**src/rtl/fir_tap_reader.sv**
```systemverilog
// FIR tap address sequencer: walks TAPS samples backwards from the newest sample,
// reads each with its coefficient, and emits registered sample/coefficient pairs.
module fir_tap_reader #(
    parameter int ADDR_W = 8,
    parameter int DATA_W = 16,
    parameter int TAPS   = 8
) (
    input  logic              clk,
    input  logic              rst,
    input  logic              start,
    input  logic              head_adv,
    output logic [ADDR_W-1:0] wr_ptr,
    output logic              rd_en,
    output logic [ADDR_W-1:0] smp_addr,
    output logic [ADDR_W-1:0] coef_addr,
    input  logic [DATA_W-1:0] smp_data,
    input  logic [DATA_W-1:0] coef_data,
    output logic              out_valid,
    output logic [DATA_W-1:0] out_smp,
    output logic [DATA_W-1:0] out_coef,
    output logic              out_last,
    output logic              busy,
    output logic              done
);

    localparam logic [1:0] IDLE  = 2'd0;
    localparam logic [1:0] ISSUE = 2'd1;
    localparam logic [1:0] DRAIN = 2'd2;
    localparam logic [1:0] DONE  = 2'd3;

    localparam logic [ADDR_W-1:0] LAST_IDX = ADDR_W'(TAPS - 1);

    logic [1:0]        r_state;
    logic [ADDR_W-1:0] r_wrPtr;
    logic [ADDR_W-1:0] r_newest;
    logic [ADDR_W-1:0] r_idx;
    logic              r_rdEn;
    logic [ADDR_W-1:0] r_smpAddr;
    logic [ADDR_W-1:0] r_coefAddr;
    logic              r_rdEnD1;
    logic              r_lastD1;
    logic              r_outValid;
    logic              r_outLast;
    logic [DATA_W-1:0] r_outSmp;
    logic [DATA_W-1:0] r_outCoef;

    logic              w_lastIssue;
    logic [ADDR_W-1:0] w_nextIdx;

    assign w_lastIssue = (r_state == ISSUE) && (r_idx == LAST_IDX);
    assign w_nextIdx   = r_idx + 1'b1;

    // Address registers are loaded one cycle ahead so rd_en and both addresses
    // change together on the same edge the state does.
    always_ff @(posedge clk) begin
        if (rst) begin
            r_state    <= IDLE;
            r_wrPtr    <= '0;
            r_newest   <= '0;
            r_idx      <= '0;
            r_rdEn     <= 1'b0;
            r_smpAddr  <= '0;
            r_coefAddr <= '0;
            r_rdEnD1   <= 1'b0;
            r_lastD1   <= 1'b0;
            r_outValid <= 1'b0;
            r_outLast  <= 1'b0;
            r_outSmp   <= '0;
            r_outCoef  <= '0;
        end else begin
            if (head_adv) begin
                r_wrPtr <= r_wrPtr + 1'b1;
            end

            r_rdEnD1 <= r_rdEn;
            r_lastD1 <= w_lastIssue;

            if (r_rdEnD1) begin
                r_outValid <= 1'b1;
                r_outLast  <= r_lastD1;
                r_outSmp   <= smp_data;
                r_outCoef  <= coef_data;
            end else begin
                r_outValid <= 1'b0;
                r_outLast  <= 1'b0;
            end

            case (r_state)
                IDLE: begin
                    if (start) begin
                        r_newest   <= r_wrPtr - 1'b1;
                        r_idx      <= '0;
                        r_rdEn     <= 1'b1;
                        r_smpAddr  <= r_wrPtr - 1'b1;
                        r_coefAddr <= '0;
                        r_state    <= ISSUE;
                    end
                end
                ISSUE: begin
                    if (r_idx == LAST_IDX) begin
                        r_rdEn  <= 1'b0;
                        r_state <= DRAIN;
                    end else begin
                        r_idx      <= w_nextIdx;
                        r_smpAddr  <= r_newest - w_nextIdx;
                        r_coefAddr <= w_nextIdx;
                    end
                end
                DRAIN: begin
                    if (r_outValid && r_outLast) begin
                        r_state <= DONE;
                    end
                end
                default: begin
                    r_state <= IDLE;
                end
            endcase
        end
    end

    assign wr_ptr    = r_wrPtr;
    assign rd_en     = r_rdEn;
    assign smp_addr  = r_smpAddr;
    assign coef_addr = r_coefAddr;
    assign out_valid = r_outValid;
    assign out_last  = r_outLast;
    assign out_smp   = r_outSmp;
    assign out_coef  = r_outCoef;
    assign busy      = (r_state != IDLE);
    assign done      = (r_state == DONE);

endmodule

```
**config.mk**
```make
export PLATFORM = sky130hd
export DESIGN_NAME = fir_tap_reader
export DESIGN_NICKNAME = d
export VERILOG_FILES = /design/src/rtl/fir_tap_reader.sv
export SDC_FILE = /design/constraint.sdc
export NUM_CORES = 1
export LEC_CHECK = 0
export CAP_MARGIN = 20
export CORE_MARGIN = 5
export CORE_UTILIZATION = 43
export CTS_CLUSTER_SIZE = 20
export DETAILED_ROUTE_END_ITERATION = 8
export PLACE_DENSITY = 0.77
export SYNTH_ARGS = -nofsm -noshare
export SYNTH_HDL_FRONTEND = slang
export SYNTH_SLANG_ARGS = --single-unit
```
**constraint.sdc**
```tcl
create_clock -name clk -period 2 [get_ports clk]
set_input_delay 0.3 -clock clk [delete_from_list [all_inputs] [get_ports clk]]
set_output_delay 0.3 -clock clk [all_outputs]
set_load 0.02 [all_outputs]
```
==> flow_metrics.env <==
export IMPL_end_kind="register"
export IMPL_post_route_util_pct=67.8
export IMPL_io_buffers=96
export IMPL_ff_latch_area_um2=1440
export IMPL_htree_num_levels=3
export IMPL_synth_adder_area_share_pct=5.94
export IMPL_antenna_found_initial=0
export IMPL_p_clk_share_pct=21.7
export IMPL_die_w_um=97.4
export IMPL_hold_ws_ps=381
export IMPL_ir_drop_uv=519
export IMPL_die_y_um=97.4
export IMPL_slew_headroom_pct=68.0
export IMPL_initial_core_util_pct=44.9
export IMPL_slowest_stage="dfxtp_4"
export IMPL_drc=0
export IMPL_crit_type="register to register"
export IMPL_gp_congestion=0.879
export IMPL_syn_to_final_growth_pct=51.1
export IMPL_p_leak_nw=1.88
export IMPL_drive_above_1_share_pct=17.6
export IMPL_hold_buffers=0
export IMPL_synth_top_family_by_area="simple AND/OR/NAND/NOR gates"
export IMPL_final_nets=541
export IMPL_violations="setup timing"
export IMPL_critical_path_max_stage_delay_ps=380
export IMPL_cts_reportedPaths_clkPinSlew_ps=80
export IMPL_comb_power_share_pct=44.2
export IMPL_sequentialPowerShare_pct=34.1
export IMPL_holdCritPathClass="input pin to register"
export IMPL_layout_min_cycle_time_ps=2090
export IMPL_cts_path_max_buffers=2
export IMPL_grt_pass1_vias=3097
export IMPL_status="finished with violations"
export IMPL_cp_required_ps=2230
export IMPL_final_cell_count_no_fill=594
export IMPL_clock_fmax_mhz=479
export IMPL_grt_pass1_wl_um=14600
export IMPL_synth_ff_type="dfxtp_1"
export IMPL_final_common_cell="clkdlybuf4s50_1"
export IMPL_wl_um=8870
export IMPL_yosys_area_top_type="dfxtp_1"
export IMPL_drv_slew=0
export IMPL_synth_xor_xnor_area_share_pct=5.59
export IMPL_async_reset_ff_share_pct=0
export IMPL_path_max_fanout=5
export IMPL_core_area_um2=7330
export IMPL_yosys_area_share_simple_pct=18.3
export IMPL_setup_ws_ps=-89.6
export IMPL_first_pass_iters=4
export IMPL_yosysUniqueCellTypes=43
export IMPL_std_cell_rows=31
export IMPL_p_sw_share_pct=36.5
export IMPL_intPower_mw=3.37
export IMPL_hold_depth=2
export IMPL_pre_cts_ws_ps=-60.3
export IMPL_netlist_area_um2=3290
export IMPL_clk_latency_ps=350
export IMPL_synth_compound_area_share_pct=10.7
export IMPL_syn_area_per_cell_um2=8.98
export IMPL_root_buffer="clkbuf_8"
export IMPL_cp_start_kind="register"
export IMPL_io_pins=97
export IMPL_yosysWarnings=0
export IMPL_overflow=0
export IMPL_drv_cap=0
export IMPL_track_usage_pct=18.9
export IMPL_drtIter0Drc=137
export IMPL_hold_viol=0
export IMPL_fill_cells=576
export IMPL_syn_nets=417
export IMPL_worstPathArrival_ps=2320
export IMPL_ys_ff_latch=71
export IMPL_synth_top_area_share_pct=43.2
export IMPL_clkSinkCount=71
export IMPL_synth_edf_count=0
export IMPL_routedWlPerCell_um=14.9
export IMPL_synthCells=366
export IMPL_cts_tree="built"
export IMPL_fin_skew_ps=8.40
export IMPL_vias_per_cell=5.11
export IMPL_layout_common_cells="clkdlybuf4s50_1, nor2_1, dfxtp_1, mux2i_1, buf_4"
export IMPL_dp_cells=565
export IMPL_rsz0062_at_grt="yes"
export IMPL_tightest_slew_ps=480
export IMPL_numCtsBuffers=9
export IMPL_yosys_top_cells_area="dfxtp_1, mux2i_1, nor2_1"
export IMPL_power_density_nw_per_um2=1070
export IMPL_switchingPower_mw=1.94
export IMPL_synth_seq_area_share_pct=43.2
export IMPL_dp_hpwl_um=6490
export IMPL_synthMuxAreaShare_pct=11.9
export IMPL_grt_max_degree=37
export IMPL_reg2reg_depth=10
export IMPL_die_area_um2=9500
export IMPL_min_period_over_period_pct=104
export IMPL_setup_violations_final=2
export IMPL_n_antenna_cell=0
export IMPL_drtAntennaViolNets=0
export IMPL_path_cells="buf_4, and3_4, nand3_2, xor2_1, ha_1, nand4_1, a21oi_1, and3b_1, xnor2_1, o22ai_1"
export IMPL_multi_input_area_um2=1860
export IMPL_vias=3034
==> logic make-up after synthesis <==
group | Yosys count
AOI/OAI and AO/OA | 54
buffers and inverters | 35
and+or+nand+nor | 131
DFF | 71
xor gates and xnor gates | 21
muxes | 39
adders and majority gates | 15
==> power groups by stage <==
stage	Clock (mW)	Combinational (mW)	Sequential (mW)
2_1_floorplan	0	1.22	1.99
3_3_place_gp	0	2.17	1.83
3_5_place_dp	0	2.23	1.84
4_1_cts	1.18	2.28	1.81
5_1_grt	1.26	2.56	1.84
6_report	1.15	2.35	1.81
==> state kept, by name, summed over array words and instances (netlist names), 2 cells and up <==
register   cells
coef_addr      8
wr_ptr         8
r_state        2
smp_addr       8
out_smp       16
out_coef      16
r_newest       8
==> cells in the mapped netlist (3+ instances only) <==
library cell	count
a211oi_1	11
a21oi_1	15
a31oi_1	6
and2_1	3
buf_1	7
clkbuf_1	12
dfxtp_1	71
ha_1	14
inv_1	13
mux2i_1	38
nand2_1	16
nand2b_1	3
nand3_1	5
nand3b_1	4
nand4_1	5
nor2_1	74
nor2b_1	5
nor3_1	5
o21ai_0	10
or3_1	3
xnor2_1	10
xor2_1	11
==> path summary, 6_finish.rpt <==
check,slack [ps],endpoint,start
setup / recovery,-90,smp_addr[7],coef_addr[0]
hold / removal,380,out_smp[13],rst
setup reg to reg,-90,smp_addr[7],coef_addr[0]
hold reg to reg,430,out_last,r_lastD1
==> area by class of cell <==
type                       count  area share (%)
clock inverter                 6            1.36
sequential                    71            29.0
timing repair buffer         135            26.1
tap                           99            2.49
inverter                      13           0.982
multi-input combinational    260            37.4
clock buffer                  10            2.57
==> through the flow <==
| stage | total power, mW | cell area [um2] | TNS (ps) |
|---|---|---|---|
| after floorplan | 3.22 | 3350 | -4.88 |
| after global placement | 4.00 | 4570 | 0 |
| after CTS | 5.27 | 4890 | -54.9 |
| final | 5.31 | 4970 | -168 |
| after detailed placement | 4.07 | 4570 | -139 |
| after global routing | 5.66 | 4970 | -495 |
==> worst max-delay path: cells and delay by family (launching register included) <==
kind / cells / cell delay, ps
AOI/OAI and AO/OA: 2 / 240
xor gates and xnor gates: 2 / 330
adders and majority gates: 1 / 370
buffers and inverters: 1 / 120
DFF: 1 / 380
and+or+nand+nor: 4 / 550
==> what timing repair did <==
action | in CTS | in global routing
endpoints found under the setup margin | 8 | 13
setup buffers | 10 | 3
pin swaps | 9 | 10
gates resized for setup | 9 | 12
==> metal layers <==
| layer | routed length [um] | GRT usage, % | vias to the layer above |
|---|---|---|---|
| li1 | - | - | 1503 |
| met1 | 3650 | 21.2 | 1426 |
| met2 | 4520 | 33.3 | 85 |
| met3 | 471 | 5.74 | 20 |
| met4 | 228 | 7.56 | 0 |
| met5 | 0 | 0 | - |
Note: power is estimated with default switching activity, not from simulation.
